==> src/rtl/rf_feature_window_if.sv <==
// Feature-window bus: event inputs, feature outputs and the ROM-walker start/done handshake.
// The master modport is the feature-window block; the slave modport is its environment.
interface rf_feature_window_if;
  logic       en;
  logic       ev_req;
  logic       ev_llc_acc;
  logic       ev_llc_miss;
  logic       ev_q_high;
  logic       ev_rb_hit;
  logic       ev_rb_empty;
  logic       ev_rb_conf;
  logic [7:0] req_per_cycle;
  logic [7:0] conflict_load;
  logic [7:0] llc_miss;
  logic [7:0] traffic_risk;
  logic [7:0] rb_locality;
  logic [7:0] rb_conflict;
  logic       walk_start;
  logic       walk_done;
  logic [7:0] walk_t_refi;
  logic [7:0] t_refi_out;
  logic       t_refi_valid;
  logic [7:0] overrun_cnt;

  modport master (
    input  en, ev_req, ev_llc_acc, ev_llc_miss, ev_q_high,
    input  ev_rb_hit, ev_rb_empty, ev_rb_conf, walk_done, walk_t_refi,
    output req_per_cycle, conflict_load, llc_miss, traffic_risk,
    output rb_locality, rb_conflict, walk_start, t_refi_out, t_refi_valid, overrun_cnt
  );

  modport slave (
    output en, ev_req, ev_llc_acc, ev_llc_miss, ev_q_high,
    output ev_rb_hit, ev_rb_empty, ev_rb_conf, walk_done, walk_t_refi,
    input  req_per_cycle, conflict_load, llc_miss, traffic_risk,
    input  rb_locality, rb_conflict, walk_start, t_refi_out, t_refi_valid, overrun_cnt
  );
endinterface

==> src/rtl/rf_feature_window.sv <==
// Counts memory-controller events over back-to-back windows of 2**WIN_LOG2 cycles and turns each
// window into six 8-bit features (shifts plus a shared 9-bit serial divider) for the tREFI walker.
module rf_feature_window #(
  parameter int WIN_LOG2 = 10
) (
  input logic                 clk,
  input logic                 rst,
  rf_feature_window_if.master bus
);
  localparam int CW = WIN_LOG2 + 1;
  localparam int DW = WIN_LOG2 + 3;
  localparam int RW = DW + 1;
  localparam logic [WIN_LOG2-1:0] WIN_LAST = {WIN_LOG2{1'b1}};
  localparam logic [WIN_LOG2-1:0] WIN_ONE  = WIN_LOG2'(1);

  typedef enum logic [1:0] {
    ST_IDLE     = 2'd0,
    ST_DIV      = 2'd1,
    ST_START    = 2'd2,
    ST_WAIT_LOW = 2'd3
  } state_t;

  function automatic logic [7:0] shift_sat(input logic [CW-1:0] n);
    logic [CW-1:0] s;
    s = n >> (WIN_LOG2 - 8);
    return (s > CW'(255)) ? 8'd255 : s[7:0];
  endfunction

  function automatic logic [7:0] ratio_sat(input logic [8:0] q, input logic den_zero);
    logic [7:0] r;
    if (den_zero) begin
      r = 8'd0;
    end else if (q[8]) begin
      r = 8'd255;
    end else begin
      r = q[7:0];
    end
    return r;
  endfunction

  // Event index order: req, llc_acc, llc_miss, q_high, rb_hit, rb_empty, rb_conf.
  logic [6:0]          ev_s;
  logic [WIN_LOG2-1:0] win_cnt_r;
  logic [CW-1:0]       cnt_r     [0:6];
  logic [CW-1:0]       cnt_inc_s [0:6];
  logic                close_s;

  state_t        state_r;
  logic [RW-1:0] rem_r;
  logic [DW-1:0] den_r;
  logic [8:0]    quo_r;
  logic [3:0]    bit_r;
  logic [1:0]    sel_r;
  logic [CW-1:0] snap_hit_r;
  logic [CW-1:0] snap_conf_r;
  logic [DW-1:0] snap_rbsum_r;
  logic [7:0]    snap_req_r;
  logic [7:0]    snap_load_r;
  logic [7:0]    snap_risk_r;
  logic [7:0]    q_miss_r;
  logic [7:0]    q_loc_r;
  logic [7:0]    feat_req_r;
  logic [7:0]    feat_load_r;
  logic [7:0]    feat_miss_r;
  logic [7:0]    feat_risk_r;
  logic [7:0]    feat_loc_r;
  logic [7:0]    feat_conf_r;
  logic          walk_start_r;
  logic [7:0]    t_refi_r;
  logic          t_refi_valid_r;
  logic [7:0]    overrun_r;

  logic [RW-1:0] rem_sub_s;
  logic [RW-1:0] rem_next_s;
  logic          q_bit_s;
  logic [8:0]    quo_next_s;
  logic          den_zero_s;

  assign ev_s = {bus.ev_rb_conf, bus.ev_rb_empty, bus.ev_rb_hit, bus.ev_q_high,
                 bus.ev_llc_miss, bus.ev_llc_acc, bus.ev_req};
  assign close_s = bus.en && (win_cnt_r == WIN_LAST);

  // Per-event increment including the current cycle, so the close cycle lands in the snapshot.
  always_comb begin
    for (int i = 0; i < 7; i++) begin
      cnt_inc_s[i] = cnt_r[i] + {{(CW-1){1'b0}}, ev_s[i]};
    end
  end

  // One restoring-division step: compare, conditionally subtract, shift in a quotient bit.
  always_comb begin
    rem_sub_s  = rem_r - {1'b0, den_r};
    q_bit_s    = (rem_r >= {1'b0, den_r});
    den_zero_s = (den_r == {DW{1'b0}});
    if (q_bit_s) begin
      rem_next_s = rem_sub_s;
    end else begin
      rem_next_s = rem_r;
    end
    quo_next_s = {quo_r[7:0], q_bit_s};
  end

  // Window position and event counters; cleared while disabled and restarted on every close.
  always_ff @(posedge clk or posedge rst) begin
    if (rst) begin
      win_cnt_r <= {WIN_LOG2{1'b0}};
      for (int i = 0; i < 7; i++) cnt_r[i] <= {CW{1'b0}};
    end else if (!bus.en || close_s) begin
      win_cnt_r <= {WIN_LOG2{1'b0}};
      for (int i = 0; i < 7; i++) cnt_r[i] <= {CW{1'b0}};
    end else begin
      win_cnt_r <= win_cnt_r + WIN_ONE;
      for (int i = 0; i < 7; i++) cnt_r[i] <= cnt_inc_s[i];
    end
  end

  // Snapshot/overrun handling, serial divider and walker handshake FSM.
  always_ff @(posedge clk or posedge rst) begin
    if (rst) begin
      state_r        <= ST_IDLE;
      rem_r          <= {RW{1'b0}};
      den_r          <= {DW{1'b0}};
      quo_r          <= 9'd0;
      bit_r          <= 4'd0;
      sel_r          <= 2'd0;
      snap_hit_r     <= {CW{1'b0}};
      snap_conf_r    <= {CW{1'b0}};
      snap_rbsum_r   <= {DW{1'b0}};
      snap_req_r     <= 8'd0;
      snap_load_r    <= 8'd0;
      snap_risk_r    <= 8'd0;
      q_miss_r       <= 8'd0;
      q_loc_r        <= 8'd0;
      feat_req_r     <= 8'd0;
      feat_load_r    <= 8'd0;
      feat_miss_r    <= 8'd0;
      feat_risk_r    <= 8'd0;
      feat_loc_r     <= 8'd0;
      feat_conf_r    <= 8'd0;
      walk_start_r   <= 1'b0;
      t_refi_r       <= 8'd32;
      t_refi_valid_r <= 1'b0;
      overrun_r      <= 8'd0;
    end else begin
      t_refi_valid_r <= 1'b0;
      // A window is only accepted by an idle FSM with the walker released; otherwise it is dropped.
      if (close_s && !((state_r == ST_IDLE) && !bus.walk_done) && (overrun_r != 8'd255)) begin
        overrun_r <= overrun_r + 8'd1;
      end
      case (state_r)
        ST_IDLE: begin
          if (close_s && !bus.walk_done) begin
            rem_r        <= RW'(cnt_inc_s[2]);
            den_r        <= DW'(cnt_inc_s[1]);
            quo_r        <= 9'd0;
            bit_r        <= 4'd0;
            sel_r        <= 2'd0;
            snap_hit_r   <= cnt_inc_s[4];
            snap_conf_r  <= cnt_inc_s[6];
            snap_rbsum_r <= DW'(cnt_inc_s[4]) + DW'(cnt_inc_s[5]) + DW'(cnt_inc_s[6]);
            snap_req_r   <= shift_sat(cnt_inc_s[0]);
            snap_load_r  <= shift_sat(cnt_inc_s[6]);
            snap_risk_r  <= shift_sat(cnt_inc_s[3]);
            state_r      <= ST_DIV;
          end
        end
        ST_DIV: begin
          if (bit_r == 4'd8) begin
            bit_r <= 4'd0;
            quo_r <= 9'd0;
            case (sel_r)
              2'd0: begin
                q_miss_r <= ratio_sat(quo_next_s, den_zero_s);
                rem_r    <= RW'(snap_hit_r);
                den_r    <= snap_rbsum_r;
                sel_r    <= 2'd1;
              end
              2'd1: begin
                q_loc_r <= ratio_sat(quo_next_s, den_zero_s);
                rem_r   <= RW'(snap_conf_r);
                sel_r   <= 2'd2;
              end
              default: begin
                feat_req_r  <= snap_req_r;
                feat_load_r <= snap_load_r;
                feat_risk_r <= snap_risk_r;
                feat_miss_r <= q_miss_r;
                feat_loc_r  <= q_loc_r;
                feat_conf_r <= ratio_sat(quo_next_s, den_zero_s);
                sel_r       <= 2'd0;
                state_r     <= ST_START;
              end
            endcase
          end else begin
            bit_r <= bit_r + 4'd1;
            rem_r <= {rem_next_s[RW-2:0], 1'b0};
            quo_r <= quo_next_s;
          end
        end
        ST_START: begin
          if (!walk_start_r) begin
            if (!bus.walk_done) begin
              walk_start_r <= 1'b1;
            end
          end else if (bus.walk_done) begin
            walk_start_r   <= 1'b0;
            t_refi_r       <= bus.walk_t_refi;
            t_refi_valid_r <= 1'b1;
            state_r        <= ST_WAIT_LOW;
          end
        end
        ST_WAIT_LOW: begin
          if (!bus.walk_done) begin
            state_r <= ST_IDLE;
          end
        end
        default: begin
          walk_start_r <= 1'b0;
          state_r      <= ST_IDLE;
        end
      endcase
    end
  end

  assign bus.req_per_cycle = feat_req_r;
  assign bus.conflict_load = feat_load_r;
  assign bus.llc_miss      = feat_miss_r;
  assign bus.traffic_risk  = feat_risk_r;
  assign bus.rb_locality   = feat_loc_r;
  assign bus.rb_conflict   = feat_conf_r;
  assign bus.walk_start    = walk_start_r;
  assign bus.t_refi_out    = t_refi_r;
  assign bus.t_refi_valid  = t_refi_valid_r;
  assign bus.overrun_cnt   = overrun_r;
endmodule

==> src/flat_wrapper.sv <==
// flat-port wrapper written by rule: the top's interface ports become plain ports
module rf_feature_window_flat 
#(
  parameter int WIN_LOG2 = 10
)
  (clk, rst, bus_en, bus_ev_req, bus_ev_llc_acc, bus_ev_llc_miss, bus_ev_q_high, bus_ev_rb_hit, bus_ev_rb_empty, bus_ev_rb_conf, bus_walk_done, bus_walk_t_refi, bus_req_per_cycle, bus_conflict_load, bus_llc_miss, bus_traffic_risk, bus_rb_locality, bus_rb_conflict, bus_walk_start, bus_t_refi_out, bus_t_refi_valid, bus_overrun_cnt);
  rf_feature_window_if bus_i ();
  input logic clk;
  input logic rst;
  input wire logic [$bits(bus_i.en)-1:0] bus_en;
  input wire logic [$bits(bus_i.ev_req)-1:0] bus_ev_req;
  input wire logic [$bits(bus_i.ev_llc_acc)-1:0] bus_ev_llc_acc;
  input wire logic [$bits(bus_i.ev_llc_miss)-1:0] bus_ev_llc_miss;
  input wire logic [$bits(bus_i.ev_q_high)-1:0] bus_ev_q_high;
  input wire logic [$bits(bus_i.ev_rb_hit)-1:0] bus_ev_rb_hit;
  input wire logic [$bits(bus_i.ev_rb_empty)-1:0] bus_ev_rb_empty;
  input wire logic [$bits(bus_i.ev_rb_conf)-1:0] bus_ev_rb_conf;
  input wire logic [$bits(bus_i.walk_done)-1:0] bus_walk_done;
  input wire logic [$bits(bus_i.walk_t_refi)-1:0] bus_walk_t_refi;
  output wire logic [$bits(bus_i.req_per_cycle)-1:0] bus_req_per_cycle;
  output wire logic [$bits(bus_i.conflict_load)-1:0] bus_conflict_load;
  output wire logic [$bits(bus_i.llc_miss)-1:0] bus_llc_miss;
  output wire logic [$bits(bus_i.traffic_risk)-1:0] bus_traffic_risk;
  output wire logic [$bits(bus_i.rb_locality)-1:0] bus_rb_locality;
  output wire logic [$bits(bus_i.rb_conflict)-1:0] bus_rb_conflict;
  output wire logic [$bits(bus_i.walk_start)-1:0] bus_walk_start;
  output wire logic [$bits(bus_i.t_refi_out)-1:0] bus_t_refi_out;
  output wire logic [$bits(bus_i.t_refi_valid)-1:0] bus_t_refi_valid;
  output wire logic [$bits(bus_i.overrun_cnt)-1:0] bus_overrun_cnt;
  assign bus_i.en = bus_en;
  assign bus_i.ev_req = bus_ev_req;
  assign bus_i.ev_llc_acc = bus_ev_llc_acc;
  assign bus_i.ev_llc_miss = bus_ev_llc_miss;
  assign bus_i.ev_q_high = bus_ev_q_high;
  assign bus_i.ev_rb_hit = bus_ev_rb_hit;
  assign bus_i.ev_rb_empty = bus_ev_rb_empty;
  assign bus_i.ev_rb_conf = bus_ev_rb_conf;
  assign bus_i.walk_done = bus_walk_done;
  assign bus_i.walk_t_refi = bus_walk_t_refi;
  assign bus_req_per_cycle = bus_i.req_per_cycle;
  assign bus_conflict_load = bus_i.conflict_load;
  assign bus_llc_miss = bus_i.llc_miss;
  assign bus_traffic_risk = bus_i.traffic_risk;
  assign bus_rb_locality = bus_i.rb_locality;
  assign bus_rb_conflict = bus_i.rb_conflict;
  assign bus_walk_start = bus_i.walk_start;
  assign bus_t_refi_out = bus_i.t_refi_out;
  assign bus_t_refi_valid = bus_i.t_refi_valid;
  assign bus_overrun_cnt = bus_i.overrun_cnt;
  rf_feature_window #(.WIN_LOG2(WIN_LOG2)) u_core (.clk(clk), .rst(rst), .bus(bus_i));
endmodule
==> config.mk <==
export PLATFORM = sky130hd
export DESIGN_NAME = rf_feature_window_flat
export DESIGN_NICKNAME = d
export VERILOG_FILES = /design/src/rtl/rf_feature_window_if.sv /design/src/rtl/rf_feature_window.sv /design/src/flat_wrapper.sv
export SDC_FILE = /design/constraint.sdc
export NUM_CORES = 1
export LEC_CHECK = 0
export BUFFER_PORTS_ARGS = -buffer_cell sky130_fd_sc_hd__buf_4
export CAP_MARGIN = 5
export CORE_MARGIN = 1.5
export CORE_UTILIZATION = 60
export DETAILED_ROUTE_END_ITERATION = 10
export GPL_TIMING_DRIVEN = 0
export PLACE_DENSITY_LB_ADDON = 0.08
export SETUP_SLACK_MARGIN = 0.2
export SYNTH_ARGS = -nofsm -noshare
export SYNTH_HDL_FRONTEND = slang
export SYNTH_SLANG_ARGS = --single-unit
==> constraint.sdc <==
create_clock -name clk -period 10.4 [get_ports clk]
set_input_delay 0.52 -clock clk [delete_from_list [all_inputs] [get_ports clk]]
set_output_delay 0.52 -clock clk [all_outputs]
set_load 0.01 [all_outputs]
; ---- Word-level counts from Yosys, hierarchy flattened
; Index checks and enable logic that the tools add are counted.
[totals]
inputBits = 19
elab_cells = 126
output_inout_bits = 66
reg_bits = 271
[classes]
muxes = 37
magnitude_cmp = 4
eq_ne = 15
reduce_logical = 24
addsub = 13
bitwise_logic = 1
[op_table]
columns = operator, n
row1 = adder 11 x 1 -> 11 bit, 7
row2 = two-way mux 77 bit, 1
row3 = two-way mux 8 bit, 7
row4 = one-hot mux 14 bit (2 select lines), 2
row5 = two-way mux 13 bit, 4
row6 = two-way mux 14 bit, 2
row7 = "greater-than comparator 9 x 8 -> 1 bit, second input constant", 3
row8 = one-hot mux 13 bit (2 select lines), 1
row9 = AND reduction 3 bit, 6
row10 = two-way mux 2 bit, 8
row11 = one-hot mux 8 bit (2 select lines), 1
row12 = greater-or-equal comparator 14 x 13 -> 1 bit, 1
row13 = adder 13 x 11 -> 13 bit, 1
row14 = zero test 13 bit, 1
row15 = subtractor 13 bit, 1
row16 = adder 11 x 11 -> 12 bit, 1
row17 = "adder 10 x 1 -> 10 bit, second input constant", 1
row18 = "equality test 10 bit, second input constant", 1
row19 = two-way mux 10 bit, 1
row20 = "inequality test 2 bit, second input constant", 5
row21 = "adder 8 x 1 -> 8 bit, second input constant", 1
row22 = two-way mux 4 bit, 2
row23 = "inequality test 8 bit, second input constant", 1
row24 = one-hot mux 2 bit (2 select lines), 2
row25 = other kinds (19), 33

; ---- Depth between registers and ports, before layout
[depth]
ltp_word = 5
ltp_mapped = 19
ltp_nobuf = 19

; ---- Worst setup path before layout
; OpenSTA, ideal clock, no wires.
[synth_timing]
path_kind = input to register
start = input bus_ev_rb_hit
end = register u_core.snap_rbsum_r[11]
arrival_time_ps = 3486
t_required_ps = 10269
path_stages = 18
path_slack_ps = 6784
setup_time_ps = 131
path_buffers = 1
path_cell_list = ha_1 and4_4 and3_2 and2_0 buf_2 nand2_1 xor2_1 inv_1 ha_1 a21oi_1 o21ai_0 xor2_1 ha_1 or3_1 o21ai_0 a21oi_1 xnor2_1 o21ai_1
[synth_rtl]
columns = element, line_no
row1 = from (decl), flat_wrapper.sv:15  ; input wire logic [$bits(bus_i.ev_rb_hit)-1:0] bus_ev_rb_hit;
row2 = to (signal assigned), rf_feature_window.sv:128  ; snap_rbsum_r <= {DW{1'b0}};
row3 = to (signal assigned), rf_feature_window.sv:160  ; snap_rbsum_r <= DW'(cnt_inc_s[4]) + DW'(cnt_inc_s[5]) + DW'(cnt_inc_s[6]);
row4 = to (decl), rf_feature_window.sv:56  ; logic [DW-1:0] snap_rbsum_r;

==> flow_metrics.env <==
export IMPL_cp_max_fo=4
export IMPL_slew_headroom=0.393
export IMPL_path_buf_inv=1
export IMPL_synth_cell_type_count=61
export IMPL_synth_top_family_by_area="simple AND/OR/NAND/NOR gates"
export IMPL_rsz0062_at_grt="no"
export IMPL_maxCapViolCount=0
export IMPL_worstMarginPinSlew_ns=0.911
export IMPL_cp_startpoint="u_core.cnt_r[22]$_DFF_PP0_"
export IMPL_fmax_ghz=0.255
export IMPL_status="finished clean"
export IMPL_powerDensity_nw_per_um2=199
export IMPL_grt_overflow=0
export IMPL_design_area_um2=15100
export IMPL_cpLargestDelayFamily="compound AO/OA/AOI/OAI gates"
export IMPL_ys_warnings_count=0
export IMPL_place_area_um2=14100
export IMPL_synthXorXnorAreaFrac=0.0757
export IMPL_layout_drive_gt1_share=0.146
export IMPL_wl_per_cell_um=17.2
export IMPL_cpMostUsedCell="ha_1"
export IMPL_drtIter0Drc=574
export IMPL_area_growth_pct=15.9
export IMPL_p_comb_frac=0.249
export IMPL_intPower_w=0.00209
export IMPL_place_gp_congestion=0.856
export IMPL_numPortBuffers=84
export IMPL_ctsLongestPathBuffers=3
export IMPL_finalHoldViolCount=0
export IMPL_grt_use_total=0.267
export IMPL_clkSinkCount=271
export IMPL_hp_class="input port to register"
export IMPL_nets=1470
export IMPL_grt_antenna_before_repair=1
export IMPL_synth_edf_count=0
export IMPL_rr_worst_depth=18
export IMPL_synthArstFlopShare=1.00
export IMPL_crit_arrival_ns=4.36
export IMPL_period_needed_ns=3.93
export IMPL_cts_resized=0
export IMPL_final_util=0.715
export IMPL_fp_dieArea_um2=22700
export IMPL_crit_end="u_core.snap_rbsum_r[12]$_DFFE_PP0P_"
export IMPL_ys_flop_type="dfrtp_1"
export IMPL_n_fill_cell=1564
export IMPL_first_pass_iters=5
export IMPL_swShare=0.304
export IMPL_synth_area_per_cell_um2=10.3
export IMPL_fin_skew_ns=0.0150
export IMPL_crit_required_ns=10.83
export IMPL_start_util=0.617
export IMPL_antenna_cells=0
export IMPL_yosysTopAreaCell="dfrtp_1"
export IMPL_cts_root_buffer="clkbuf_16"
export IMPL_syn_num_nets=1352
export IMPL_grt_pass1_wl_um=47400
export IMPL_ant_nets=0
export IMPL_power_frac_seq=0.390
export IMPL_grt_max_degree=126
export IMPL_synth_adder_area_share=0.0602
export IMPL_first_global_vias=9417
export IMPL_post_route_period_util=0.378
export IMPL_cts_made_buffers=29
export IMPL_clk_pin_slew_worst_paths_ns=0.06
export IMPL_p_leak_nw=7.55
export IMPL_fin_ws_ns=6.47
export IMPL_dp_final_hpwl_um=20900
export IMPL_die_h_um=151
export IMPL_viasPerCell=5.65
export IMPL_setup_tns_ns=0
export IMPL_ir_drop_uv=149
export IMPL_switchingPower_w=0.000915
export IMPL_synth_mux_area_frac=0.0615
export IMPL_crit_path_end_kind="register"
export IMPL_ys_seq_area_frac=0.520
export IMPL_critical_path_cell_chain="ha_1, and4_4, and3_2, xnor2_1, inv_1, ha_1, nor2_1, nand2_1, a31oi_1, a211o_1, xnor2_1, ha_1, or3_1, o211ai_1, a21boi_0, o21a_1, o211ai_1, nand2_1"
export IMPL_synth_top_area_frac=0.518
export IMPL_syn_inst=1272
export IMPL_crit_path_start_kind="register"
export IMPL_cts_tree="done"
export IMPL_ys_seq_elements=271
export IMPL_core_area_um2=21200
export IMPL_ff2ff_setup_slack_ns=6.47
export IMPL_vias=9537
export IMPL_worstReg2RegEnd="u_core.snap_rbsum_r[12]$_DFFE_PP0P_"
export IMPL_crit_type="register to register"
export IMPL_routed_wl_um=29000
export IMPL_num_rows=53
export IMPL_slowest_stage="or3_1"
export IMPL_clk_latency_ns=0.56
export IMPL_final_max_slew_viol_count=0
export IMPL_reg2reg_from="u_core.cnt_r[22]$_DFF_PP0_"
export IMPL_yosys_top_cells_area="dfrtp_1, ha_1, mux2_2"
export IMPL_synth_area_um2=13100
export IMPL_dieWidth_um=151
export IMPL_path_depth=18
export IMPL_slowest_delay_ns=0.40
export IMPL_place_ws_ns=6.24
export IMPL_yosys_area_share_simple=0.147
export IMPL_synth_compound_area_frac=0.105
export IMPL_clockPowerShare=0.361
export IMPL_drc_errors=0
export IMPL_htree_levels=1
export IMPL_ioPinCount=85
export IMPL_finalSetupViolations=0
==> cell usage in the layout, fill, tap and decap left out, types with 4 or more instances in the layout <==
cell type,synthesis,layout
a21o_1,11,11
a21oi_1,32,32
a22o_1,8,8
a31oi_1,27,27
and2_1,19,19
and3_1,21,21
buf_2,4,4
buf_4,2,86
clkbuf_1,39,45
clkbuf_16,0,29
clkbuf_8,0,10
clkinv_2,0,4
dfrtp_1,270,270
ha_1,58,58
inv_1,56,55
mux2_2,50,50
mux2i_1,24,24
nand2_1,138,138
nand2b_1,5,5
nand3_1,47,47
nand4_1,10,10
nor2_1,144,144
nor2b_1,6,6
nor3_1,15,15
o21ai_0,99,99
o221ai_1,8,8
o22a_1,6,6
or3_1,5,5
xnor2_1,50,50
xor2_1,61,61
==> worst register-to-register path, cell delays in order, from the launching register on <==
cell	delay (ns)
dfrtp_1	0.38
ha_1	0.21
and4_4	0.16
and3_2	0.24
xnor2_1	0.36
inv_1	0.09
ha_1	0.22
nor2_1	0.16
nand2_1	0.07
a31oi_1	0.16
a211o_1	0.24
xnor2_1	0.10
ha_1	0.22
or3_1	0.40
o211ai_1	0.16
a21boi_0	0.14
o21a_1	0.22
o211ai_1	0.20
nand2_1	0.08
==> what timing repair did <==
item                      4_1_cts  5_1_grt
hold endpoints to repair       25        0
hold buffers                    1        0
setup buffers                   0        0
==> power groups by stage <==
stage                     sequential [W]  clock, W  combinational, W
after floorplan                  0.00119         0          0.000542
after global placement           0.00119         0          0.000718
after detailed placement         0.00119         0          0.000740
after CTS                        0.00117   0.00110          0.000748
after global routing             0.00118   0.00114          0.000828
final                            0.00117   0.00109          0.000748
==> stage by stage <==
step	hold slack, ns	total power (W)	instances
after global placement	0.451	0.00191	1631
after detailed placement	0.450	0.00193	1633
after global routing	0.179	0.00315	1688
after floorplan	0.433	0.00173	1272
final	0.188	0.00301	1688
after CTS	0.178	0.00302	1688
==> cells by family after synthesis <==
group,count (synthesis)
flops,271
buf+inv,106
compound gates,221
xor+xnor,112
simple gates,427
mux,74
fa+ha+maj,61
==> synth_stat cells, types with 4 or more instances <==
cell type and number:
dfrtp_1 270, nor2_1 144, nand2_1 138, o21ai_0 99, xor2_1 61, ha_1 58, inv_1 56, mux2_2 50
xnor2_1 50, nand3_1 47, clkbuf_1 39, a21oi_1 32, a31oi_1 27, mux2i_1 24, and3_1 21, and2_1 19
nor3_1 15, a21o_1 11, nand4_1 10, a22o_1 8, o221ai_1 8, nor2b_1 6, o22a_1 6, nand2b_1 5
or3_1 5, buf_2 4
==> per-layer routing <==
layer | wire (um) | up-vias | global-route usage
met5 | 0 | - | 0
met1 | 13100 | 4697 | 0.369
met3 | 1180 | 52 | 0.0321
met4 | 713 | 0 | 0.0799
li1 | - | 4601 | -
met2 | 14000 | 187 | 0.445
==> registers in the layout (all words and copies together) (netlist names), 10 cells and up <==
signal	count
u_core.cnt_r	77
u_core.den_r	13
u_core.rem_r	14
u_core.snap_conf_r	11
u_core.snap_hit_r	11
u_core.snap_rbsum_r	13
u_core.win_cnt_r	10
==> area by class of cell <==
| class | count | area (um2) | share of cell area |
|---|---|---|---|
| plain buffers | 48 | 193 | 0.0127 |
| clock buffers | 45 | 886 | 0.0586 |
| clock inverters | 9 | 139 | 0.00918 |
| inverters | 58 | 225 | 0.0149 |
| multi-input cells | 895 | 5860 | 0.387 |
| flip-flops and latches | 271 | 6780 | 0.448 |
| well taps | 275 | 344 | 0.0227 |
| repair buffers | 87 | 696 | 0.0460 |
==> worst min path at each step <==
stage               slack [ns]                                   end  cells past startpoint                         startpoint
floorplan                 0.43     u_core.snap_conf_r[1]$_DFFE_PP0P_                      2  u_core.snap_conf_r[1]$_DFFE_PP0P_
detailed placement        0.45     u_core.snap_conf_r[1]$_DFFE_PP0P_                      2  u_core.snap_conf_r[1]$_DFFE_PP0P_
CTS                       0.18  u_core.bus.t_refi_out[7]$_DFFE_PP0P_                      2                 bus_walk_t_refi[7]
finish                    0.19  u_core.bus.t_refi_out[7]$_DFFE_PP0P_                      2                 bus_walk_t_refi[7]
global route              0.18  u_core.bus.t_refi_out[7]$_DFFE_PP0P_                      2                 bus_walk_t_refi[7]
global placement          0.45     u_core.snap_conf_r[1]$_DFFE_PP0P_                      2  u_core.snap_conf_r[1]$_DFFE_PP0P_
(Power assumes the default switching activity.)
